[config.mk]
export PLATFORM = sky130hd
export DESIGN_NAME = spislaveio
export DESIGN_NICKNAME = d
export VERILOG_FILES = /design/src/rtl/spislaveio_pkg.sv /design/src/rtl/spislaveio_spi_sync.sv /design/src/rtl/spislaveio.sv
export SDC_FILE = /design/constraint.sdc
export NUM_CORES = 1
export LEC_CHECK = 0
export CAP_MARGIN = 5
export CORE_MARGIN = 1.5
export CORE_UTILIZATION = 40
export DETAILED_ROUTE_END_ITERATION = 16
export PLACE_DENSITY = 0.62
export SYNTH_ARGS = -nofsm -noshare
export SYNTH_HDL_FRONTEND = slang
export SYNTH_SLANG_ARGS = --single-unit
[constraint.sdc]
create_clock -name clk -period 2.3 [get_ports clk]
set_clock_uncertainty 0.1 [all_clocks]
set_input_delay 0.46 -clock clk [delete_from_list [all_inputs] [get_ports clk]]
set_output_delay 0.46 -clock clk [all_outputs]
set_load 0.02 [all_outputs]
[src/rtl/spislaveio_pkg.sv]
// rtl/spislaveio_pkg.sv - register map, bit positions and FSM states for spislaveio
package spislaveio_pkg;

    localparam logic [2:0] REG_DATA   = 3'd0;
    localparam logic [2:0] REG_STATUS = 3'd1;
    localparam logic [2:0] REG_CTRL   = 3'd2;

    localparam int ST_RXF   = 0;
    localparam int ST_TXE   = 1;
    localparam int ST_OVR   = 2;
    localparam int ST_SSACT = 3;
    localparam int ST_ABT   = 4;

    localparam int CT_RXIE = 0;
    localparam int CT_TXIE = 1;
    localparam int CT_EN   = 7;

    localparam logic [7:0] FILL_BYTE_DEFAULT = 8'hFF;

    typedef enum logic [1:0] {
        IDLE  = 2'd0,
        LOAD  = 2'd1,
        SHIFT = 2'd2,
        ABORT = 2'd3
    } spi_state_t;

    function automatic logic [7:0] pack_status(input logic rxf, input logic txe,
                                               input logic ovr, input logic ssact,
                                               input logic abt);
        logic [7:0] s;
        s           = 8'h00;
        s[ST_RXF]   = rxf;
        s[ST_TXE]   = txe;
        s[ST_OVR]   = ovr;
        s[ST_SSACT] = ssact;
        s[ST_ABT]   = abt;
        return s;
    endfunction

endpackage

[src/rtl/spislaveio_spi_sync.sv]
// rtl/spislaveio_spi_sync.sv - 2-flop synchronizer with single-cycle rise/fall pulses
module spislaveio_spi_sync #(
    parameter logic RESET_VAL = 1'b0
) (
    input  logic clk,
    input  logic rst,
    input  logic din,
    output logic sync,
    output logic rise,
    output logic fall
);

    logic s1;
    logic s2;
    logic prev;

    always_ff @(posedge clk or posedge rst) begin
        if (rst) begin
            s1   <= RESET_VAL;
            s2   <= RESET_VAL;
            prev <= RESET_VAL;
        end else begin
            s1   <= din;
            s2   <= s1;
            prev <= s2;
        end
    end

    // Pulses are valid for the cycle in which s2 first shows the new level.
    assign sync = s2;
    assign rise = s2 & ~prev;
    assign fall = ~s2 & prev;

endmodule

[src/rtl/spislaveio.sv]
// rtl/spislaveio.sv - SPI mode-0 slave with CPU register interface at $E6E0-$E6E7
module spislaveio
    import spislaveio_pkg::*;
#(
    parameter logic [7:0] FILL_BYTE = FILL_BYTE_DEFAULT
) (
    input  logic       clk,
    input  logic       rst,
    input  logic [2:0] AD,
    input  logic [7:0] DI,
    output logic [7:0] DO,
    input  logic       rw,
    input  logic       cs,
    output logic       irq,
    input  logic       ssel_n,
    input  logic       sck,
    input  logic       mosi,
    output logic       miso,
    output logic       miso_oe
);

    spi_state_t state;
    spi_state_t state_nxt;

    logic [7:0] rxbuf;
    logic [7:0] txhold;
    logic [7:0] rxshift;
    logic [7:0] txshift;
    logic [2:0] bitcnt;
    logic       rxf;
    logic       txe;
    logic       ovr;
    logic       abt;
    logic       rxie;
    logic       txie;
    logic       en;
    logic       reload_pend;

    logic ssel_sync, ssel_rise, ssel_fall;
    logic sck_sync, sck_rise, sck_fall;
    logic mosi_s1, mosi_sync;

    logic load_tx, rise_en, fall_en, set_abt, clr_cnt;
    logic reload_fire, byte_done;
    logic data_wr, data_rd, stat_wr, ctrl_wr;
    logic [7:0] tx_next;
    logic [7:0] rx_byte;
    logic unused;

    spislaveio_spi_sync #(.RESET_VAL(1'b1)) u_ssel_sync (
        .clk  (clk),
        .rst  (rst),
        .din  (ssel_n),
        .sync (ssel_sync),
        .rise (ssel_rise),
        .fall (ssel_fall)
    );

    spislaveio_spi_sync #(.RESET_VAL(1'b0)) u_sck_sync (
        .clk  (clk),
        .rst  (rst),
        .din  (sck),
        .sync (sck_sync),
        .rise (sck_rise),
        .fall (sck_fall)
    );

    assign unused = &{1'b0, sck_sync};

    // mosi shares the two-stage latency so it lines up with the sck rise pulse.
    always_ff @(posedge clk or posedge rst) begin
        if (rst) begin
            mosi_s1   <= 1'b0;
            mosi_sync <= 1'b0;
        end else begin
            mosi_s1   <= mosi;
            mosi_sync <= mosi_s1;
        end
    end

    assign data_wr = cs & ~rw & (AD == REG_DATA);
    assign data_rd = cs &  rw & (AD == REG_DATA);
    assign stat_wr = cs & ~rw & (AD == REG_STATUS);
    assign ctrl_wr = cs & ~rw & (AD == REG_CTRL);

    always_ff @(posedge clk or posedge rst) begin
        if (rst) state <= IDLE;
        else     state <= state_nxt;
    end

    always_comb begin
        state_nxt = state;
        load_tx   = 1'b0;
        rise_en   = 1'b0;
        fall_en   = 1'b0;
        set_abt   = 1'b0;
        clr_cnt   = 1'b0;
        miso      = 1'b0;
        miso_oe   = 1'b0;
        case (state)
            IDLE: begin
                clr_cnt = 1'b1;
                if (en && ssel_fall) state_nxt = LOAD;
            end
            LOAD: begin
                load_tx   = 1'b1;
                state_nxt = SHIFT;
            end
            SHIFT: begin
                miso    = txshift[7];
                miso_oe = 1'b1;
                if (ssel_rise) begin
                    state_nxt = (bitcnt != 3'd0) ? ABORT : IDLE;
                end else begin
                    rise_en = sck_rise;
                    fall_en = sck_fall;
                end
            end
            ABORT: begin
                set_abt   = 1'b1;
                state_nxt = IDLE;
            end
            default: state_nxt = IDLE;
        endcase
        // Disabling drops the link at once without flagging an abort.
        if (!en) begin
            state_nxt = IDLE;
            load_tx   = 1'b0;
            rise_en   = 1'b0;
            fall_en   = 1'b0;
            set_abt   = 1'b0;
        end
    end

    assign tx_next     = txe ? FILL_BYTE : txhold;
    assign reload_fire = fall_en & reload_pend;
    assign byte_done   = rise_en & (bitcnt == 3'd7);
    assign rx_byte     = {rxshift[6:0], mosi_sync};

    always_ff @(posedge clk or posedge rst) begin
        if (rst) begin
            rxshift     <= 8'h00;
            txshift     <= 8'h00;
            bitcnt      <= 3'd0;
            reload_pend <= 1'b0;
        end else begin
            if (clr_cnt) begin
                bitcnt      <= 3'd0;
                reload_pend <= 1'b0;
            end
            if (rise_en) begin
                rxshift <= rx_byte;
                bitcnt  <= bitcnt + 3'd1;
                if (bitcnt == 3'd7) reload_pend <= 1'b1;
            end
            if (fall_en) begin
                if (reload_pend) begin
                    txshift     <= tx_next;
                    reload_pend <= 1'b0;
                end else if (bitcnt != 3'd0) begin
                    txshift <= {txshift[6:0], 1'b0};
                end
            end
            if (load_tx) txshift <= tx_next;
        end
    end

    // A CPU write beats a same-cycle load: the load used the old value, TXE ends clear.
    always_ff @(posedge clk or posedge rst) begin
        if (rst) begin
            txhold <= 8'h00;
            txe    <= 1'b1;
        end else begin
            if (data_wr) txhold <= DI;
            if (data_wr)                       txe <= 1'b0;
            else if (load_tx || reload_fire)   txe <= 1'b1;
        end
    end

    always_ff @(posedge clk or posedge rst) begin
        if (rst) begin
            rxbuf <= 8'h00;
            rxf   <= 1'b0;
            ovr   <= 1'b0;
            abt   <= 1'b0;
        end else begin
            if (byte_done) begin
                if (!rxf || data_rd) begin
                    rxbuf <= rx_byte;
                    rxf   <= 1'b1;
                end else begin
                    ovr <= 1'b1;
                end
            end else if (data_rd) begin
                rxf <= 1'b0;
            end
            if (byte_done && rxf && !data_rd)   ovr <= 1'b1;
            else if (stat_wr && DI[ST_OVR])     ovr <= 1'b0;
            if (set_abt)                        abt <= 1'b1;
            else if (stat_wr && DI[ST_ABT])     abt <= 1'b0;
        end
    end

    always_ff @(posedge clk or posedge rst) begin
        if (rst) begin
            rxie <= 1'b0;
            txie <= 1'b0;
            en   <= 1'b0;
        end else if (ctrl_wr) begin
            rxie <= DI[CT_RXIE];
            txie <= DI[CT_TXIE];
            en   <= DI[CT_EN];
        end
    end

    always_comb begin
        DO = 8'hFF;
        case (AD)
            REG_DATA:   DO = rxbuf;
            REG_STATUS: DO = pack_status(rxf, txe, ovr, ~ssel_sync, abt);
            REG_CTRL:   DO = {en, 5'b00000, txie, rxie};
            default:    DO = 8'hFF;
        endcase
    end

    assign irq = (rxf & rxie) | (txe & txie);

endmodule

---- Word level (Yosys, flattened, before mapping) ----
Index checks and enable logic that the tools add are counted.
storage, ports and cells
  output and inout port bits .............. 11
  register bits after elaboration ......... 52
  bits in latches ......................... 0
  memories kept ........................... 0
  memory bits (read-only) ................. 0
  memory bits (writable) .................. 0
cells by class
  shifts and indexed selects .............. 0
  add/sub/neg operators ................... 1
  eq/ne operators ......................... 10
  mux-type cells .......................... 42
  divide/modulo/power cells ............... 0
  multiply operators ...................... 0
  reduce and logical (&&, ||, !) cells .... 24
  bitwise gates (word level) .............. 20
  order comparisons ....................... 0
operators by type and width
  cell                                                    count
  2-to-1 mux 8 bit                                        5
  2-to-1 mux 1 bit                                        29
  one-hot mux 8 bit (3 select lines)                      1
  bitwise AND 1 bit                                       14
  AND reduction 2 bit                                     5
  nonzero test 2 bit                                      5
  nonzero test 3 bit                                      3
  2-to-1 mux 2 bit                                        4
  one-hot mux 2 bit (4 select lines)                      1
  2-to-1 mux 3 bit                                        2
  inequality test 3 bit (second input constant)           2
  logical AND 1 bit                                       5
  NOT 1 bit                                               5
  == test 2 bit (second input constant)                   2
  adder 3 x 1 -> 3 bit (second input constant)            1
  == test 3 x 1 -> 1 bit (second input constant)          1
  == test 3 x 2 -> 1 bit (second input constant)          1
  == test 3 bit (second input constant)                   1
  logical NOT 3 bit                                       1
  inequality test 3 x 1 -> 1 bit (second input constant)  1
  == test 2 x 1 -> 1 bit (second input constant)          1
  logical NOT 1 bit                                       2
  logical NOT 2 bit                                       1
  logical OR 1 bit                                        2
  2 further kinds                                         2

---- Longest topological paths before layout ----
  depth after elaboration ................. 10
  gate-level depth with buffers ........... 6
  gate-level depth less buffers ........... 6

---- Modules after synthesis ----
Synthesis repeated with hierarchy kept, for this count alone.
unflattened totals
  cells, all modules ...................... 215
  area total of the unflattened synthesis .. 2443.6 µm²
modules (own cells, without submodules)
  module                             times used  area an instance (µm²)  sequential area each (µm²)  cells an instance
  spislaveio                         1           2252.2                  1152.4                      203
  spislaveio_spi_sync (u_ssel_sync)  1           97.6                    78.8                        6
  spislaveio_spi_sync (u_sck_sync)   1           93.8                    75.1                        6

---- Worst setup path before layout ----
OpenSTA, ideal clock, no wires.
  path kind ............................... flip-flop to flip-flop
  start ................................... register u_ssel_sync.prev
  end ..................................... register rxbuf[0]
  library setup time ...................... 125 ps
  period minus slack after synthesis ...... 1917 ps
  arrival time ............................ 1692 ps
  stages on the path, launching flop included .. 6
  path buffers ............................ 1
  path slack .............................. 383 ps
  path through ............................ dfstp_2 -> and2b_1 -> nor4_4 -> and3_1 -> buf_6 -> mux2_2
on the way
  longest elaborated chain between the ends .. 7
RTL lines
  what                                  RTL line                   text
  start: declaration                    spislaveio_spi_sync.sv:15  logic prev;
  start signal: assignment              spislaveio_spi_sync.sv:21  prev <= RESET_VAL;
  start signal: assignment              spislaveio_spi_sync.sv:25  prev <= s2;
  NOT 1 bit                             spislaveio_spi_sync.sv:31  assign rise = s2 & ~prev;
  bitwise AND 1 bit                     spislaveio_spi_sync.sv:31
  2-to-1 mux 1 bit                      spislaveio.sv:112          if (ssel_rise) begin
  2-to-1 mux 1 bit                      spislaveio.sv:100          case (state)
  2-to-1 mux 1 bit                      spislaveio.sv:126          if (!en) begin
  bitwise AND 1 bit                     spislaveio.sv:137          assign byte_done = rise_en & (bitcnt == 3'd7);
  AND reduction 2 bit (no source line)  n/a
  end signal: assignment                spislaveio.sv:189          rxbuf <= rx_byte;
  end: declaration                      spislaveio.sv:25           logic [7:0] rxbuf;
Every way passes these cells.
A chain may end at the register's enable or synchronous reset.

---- Worst setup path in the final report ----
  start ................................... input AD[1]
  end ..................................... output DO[3]
on the way
  longest elaborated chain between the ends .. 2
  elaborated cells between the ends (all ways) .. 4
  those cells by class .................... eq/ne (2); mux (1); reduce/logical (1)
RTL lines
  what                                                  RTL line           text
  start: declaration                                    spislaveio.sv:9    input logic [2:0] AD,
  == test 3 x 2 -> 1 bit, or another cell as far along  spislaveio.sv:218  case (AD)
  one-hot mux 8 bit (3 select lines) *                  spislaveio.sv:218
  end: declaration                                      spislaveio.sv:11   output logic [7:0] DO,
Mark *: on every way between the ends. The rest lies on a longest branch, timed or not.

==> results by group <==
Status
  • Status: complete, no violations

Critical path
  • CP Capture Type: output port
  • Critical path class: primary input to output port
  • Reg-to-reg critical path startpoint: bitcnt[0]$_DFFE_PP0P_
  • Required time at the worst-slack endpoint: 1.74 ns
  • CP Launch Type: primary input
  • Worst Path Max Fanout: 4
  • Crit path launch: AD[1]
  • CP Data Arrival Time: 1.68 ns
  • Reg2Reg Depth: 6

Power
  • VDD IR-drop max: 0.388 mV
  • Power per Cell Area: 694 mW/mm²
  • P_leak: 1.37 nW
  • Total power: 2.05 mW

Yosys
  • Top cell type's share of synthesized area: 0.504
  • Syn Nets: 219
  • FFs w/ async S/R, synth: 1.00
  • Number of synthesized flops with an enable pin: 0
  • #FFs+latches synth: 52
  • Synthesized area per cell: 12.0 µm²
  • Post-synthesis sequential area ratio: 0.548
  • Synth unique cells: 37
  • Main synth FF type: dfrtp_1
  • Mapped Cells: 198
  • Yosys warns: 0
  • Synth area leaders: dfrtp_1 (50%), mux2_2 (17%), dfstp_2 (4.4%)
  • Largest area contributor in the synthesized netlist: dfrtp_1
  • Cell Area, Synth: 0.00238 mm²

Timing
  • Fin Hold WS: 0.254 ns
  • Slew headroom: 0.695
  • Fmax: 445 MHz
  • Fin crit share: 0.976
  • Actual slew at the worst max-slew pin: 0.458 ns
  • Minimum clock period: 2.24 ns
  • RSZ-0062 raised after global routing: no
  • Setup TNS: 0 ns
  • Final setup violation count: 0
  • Final Hold Fails: 0
  • Max Slew Vio Count: 0

Routing
  • Drt wl/cell: 14.3 µm
  • 1st-iter DRT viols: 97
  • Vias per inst: 5.06
  • Final wirelength: 4.43 mm
  • Vias: 1568
  • Detail Route Antenna Nets: 0
  • Initial DRT Pass Iterations: 4
  • DR DRC count: 0

Cells and area
  • Final net count: 258
  • # diodes: 0
  • Fillers: 507
  • Share of layout cells above drive strength 1: 0.336
  • Post-route insts no fill: 310
  • Final core utilization: 0.523
  • Syn-to-layout area delta: 23.7%

Placed design
  • IO Port Bufs: 28
  • Placed cells: 301
  • GP Congestion: 0.772
  • DP HPWL: 3.16 mm

Floorplanning
  • Initial core utilization: 0.423
  • Die X: 80.2 µm
  • Die height: 80.2 µm
  • Die ar.: 0.00643 mm²
  • # IOs: 29
  • CORE AREA: 0.00564 mm²
  • Site Rows: 27

Global routing
  • Initial antenna violation count: 0
  • Gr ovfl total: 0
  • Largest net degree at the start of global routing: 53
  • GR peak layer: met2
  • First-pass GRT wire length: 7.42 mm
  • Vias in the first global route: 1549
  • Met1 usage: 0.205
  • GR Util All Layers: 0.150
  • Met3 usage: 0.0330
  • Met2 Track Usage GR: 0.234

CTS
  • H-tree Lvls: 2
  • Hold buffer count at CTS: 0
  • Clk Latency, worst-skew pair: 0.31 ns
  • Clk buf depth: 2
  • Clock net sink count: 52
  • Clk slew on worst S/H paths: 0.09 ns
  • Root buf cell: clkbuf_8
  • CTS buffer count: 5
  • CTS tree: done

Hold path
  • Min-delay src: u_sck_sync.s1$_DFF_PP0_
  • Hold crit path type: flop to flop
  • Hold depth: 0

Run
  • Max-cap violations: 0
==> registers in the layout, indices dropped and copies added (netlist names), 2 cells and up <==
| signal | count |
|---|---|
| state | 2 |
| txshift | 8 |
| rxshift | 7 |
| bitcnt | 3 |
| txhold | 8 |
| rxbuf | 8 |
==> Yosys cell counts (all sizes together), types with 2 or more instances <==
master  count
mux2i       2
nor2b       4
ha          3
o21ai       7
dfstp       4
nor3b       3
nor4        2
dfrtp      48
a31oi       3
and2        2
and3        2
or2         3
nor2        9
o22ai       6
clkbuf      4
buf         6
mux2       35
nand2      13
a21oi      10
nor3        8
nand2b      9
inv         5
==> final cells by class <==
type | count | area (µm²) | share of cell area
tap | 72 | 90.1 | 0.0305
clock buffer | 6 | 82.6 | 0.0280
multi-input combinational | 131 | 1020 | 0.345
timing repair buffer | 42 | 395 | 0.134
clock inverter | 2 | 38.8 | 0.0131
inverter | 5 | 18.8 | 0.00636
sequential | 52 | 1310 | 0.443
==> repair_timing <==
action / CTS / global route
endpoints found under the setup margin: 9 / 9
buffers inserted: 0 / 1
cloned: 0 / 0
gates resized for setup: 29 / 3
pin swaps: 0 / 0
==> worst max-delay path: stages <==
cell             delay (ns)
clkdlybuf4s50_1        0.50
inv_1                  0.09
a21oi_1                0.13
a31oi_1                0.06
or2_2                  0.29
buf_2                  0.16
==> final timing paths <==
check,endpoint,slack (ns)
max reg2reg,txshift[6]$_DFFE_PP0P_,0.35
max in group asynchronous,txe$_DFFE_PP1P_,1.41
max,DO[3],0.06
min reg2reg,u_sck_sync.sync$_DFF_PP0_,0.25
min in group asynchronous,bitcnt[0]$_DFFE_PP0P_,0.41
min,u_sck_sync.sync$_DFF_PP0_,0.25
==> stage by stage <==
stage	area, µm²	worst slack (ns)
2_1_floorplan	2380	0.383
3_3_place_gp	2830	-0.346
4_1_cts	2950	0.00955
5_1_grt	2950	0.0147
6_report	2950	0.0551
3_5_place_dp	2830	-0.378
==> layout by cell type, fill, tap and decap left out, types with 2 or more instances in the layout <==
master / instances
dfrtp_1: 47
mux2_2: 35
clkdlybuf4s50_1: 19
nand2_1: 12
buf_4: 11
a21oi_1: 10
nand2b_1: 8
nor2_1: 8
nor3_1: 8
o21ai_0: 7
o22ai_1: 6
clkbuf_8: 6
inv_1: 4
nor2b_1: 4
dfstp_2: 4
nor3b_1: 3
or2_2: 3
ha_1: 3
buf_2: 3
clkdlybuf4s15_2: 3
and3_1: 2
nor4_4: 2
mux2i_1: 2
a31oi_1: 2
and2_1: 2
clkbuf_2: 2
buf_12: 2
==> layer usage <==
metal,up-vias,wire [µm]
li1,774,-
met1,767,2150
met2,20,2080
met3,7,135
met4,0,75
met5,-,0
==> power by group <==
| group | switching [mW] | internal (mW) | leakage [nW] | total, mW |
|---|---|---|---|---|
| registers | 0.0540 | 1.00 | 0.679 | 1.05 |
| clock network | 0.294 | 0.356 | 0.0614 | 0.650 |
| logic | 0.168 | 0.176 | 0.634 | 0.345 |
| total | 0.517 | 1.53 | 1.37 | 2.05 |
==> cells by family after synthesis <==
family / after synthesis / share of synthesized area
flip-flops: 52 / 0.548
buffers and inverters: 15 / 0.0299
multiplexers: 37 / 0.174
AO/OA/AOI/OAI: 33 / 0.0908
AND/OR/NAND/NOR: 58 / 0.142
adder cells (fa/ha/maj): 3 / 0.0157
(Power assumes the default switching activity.)
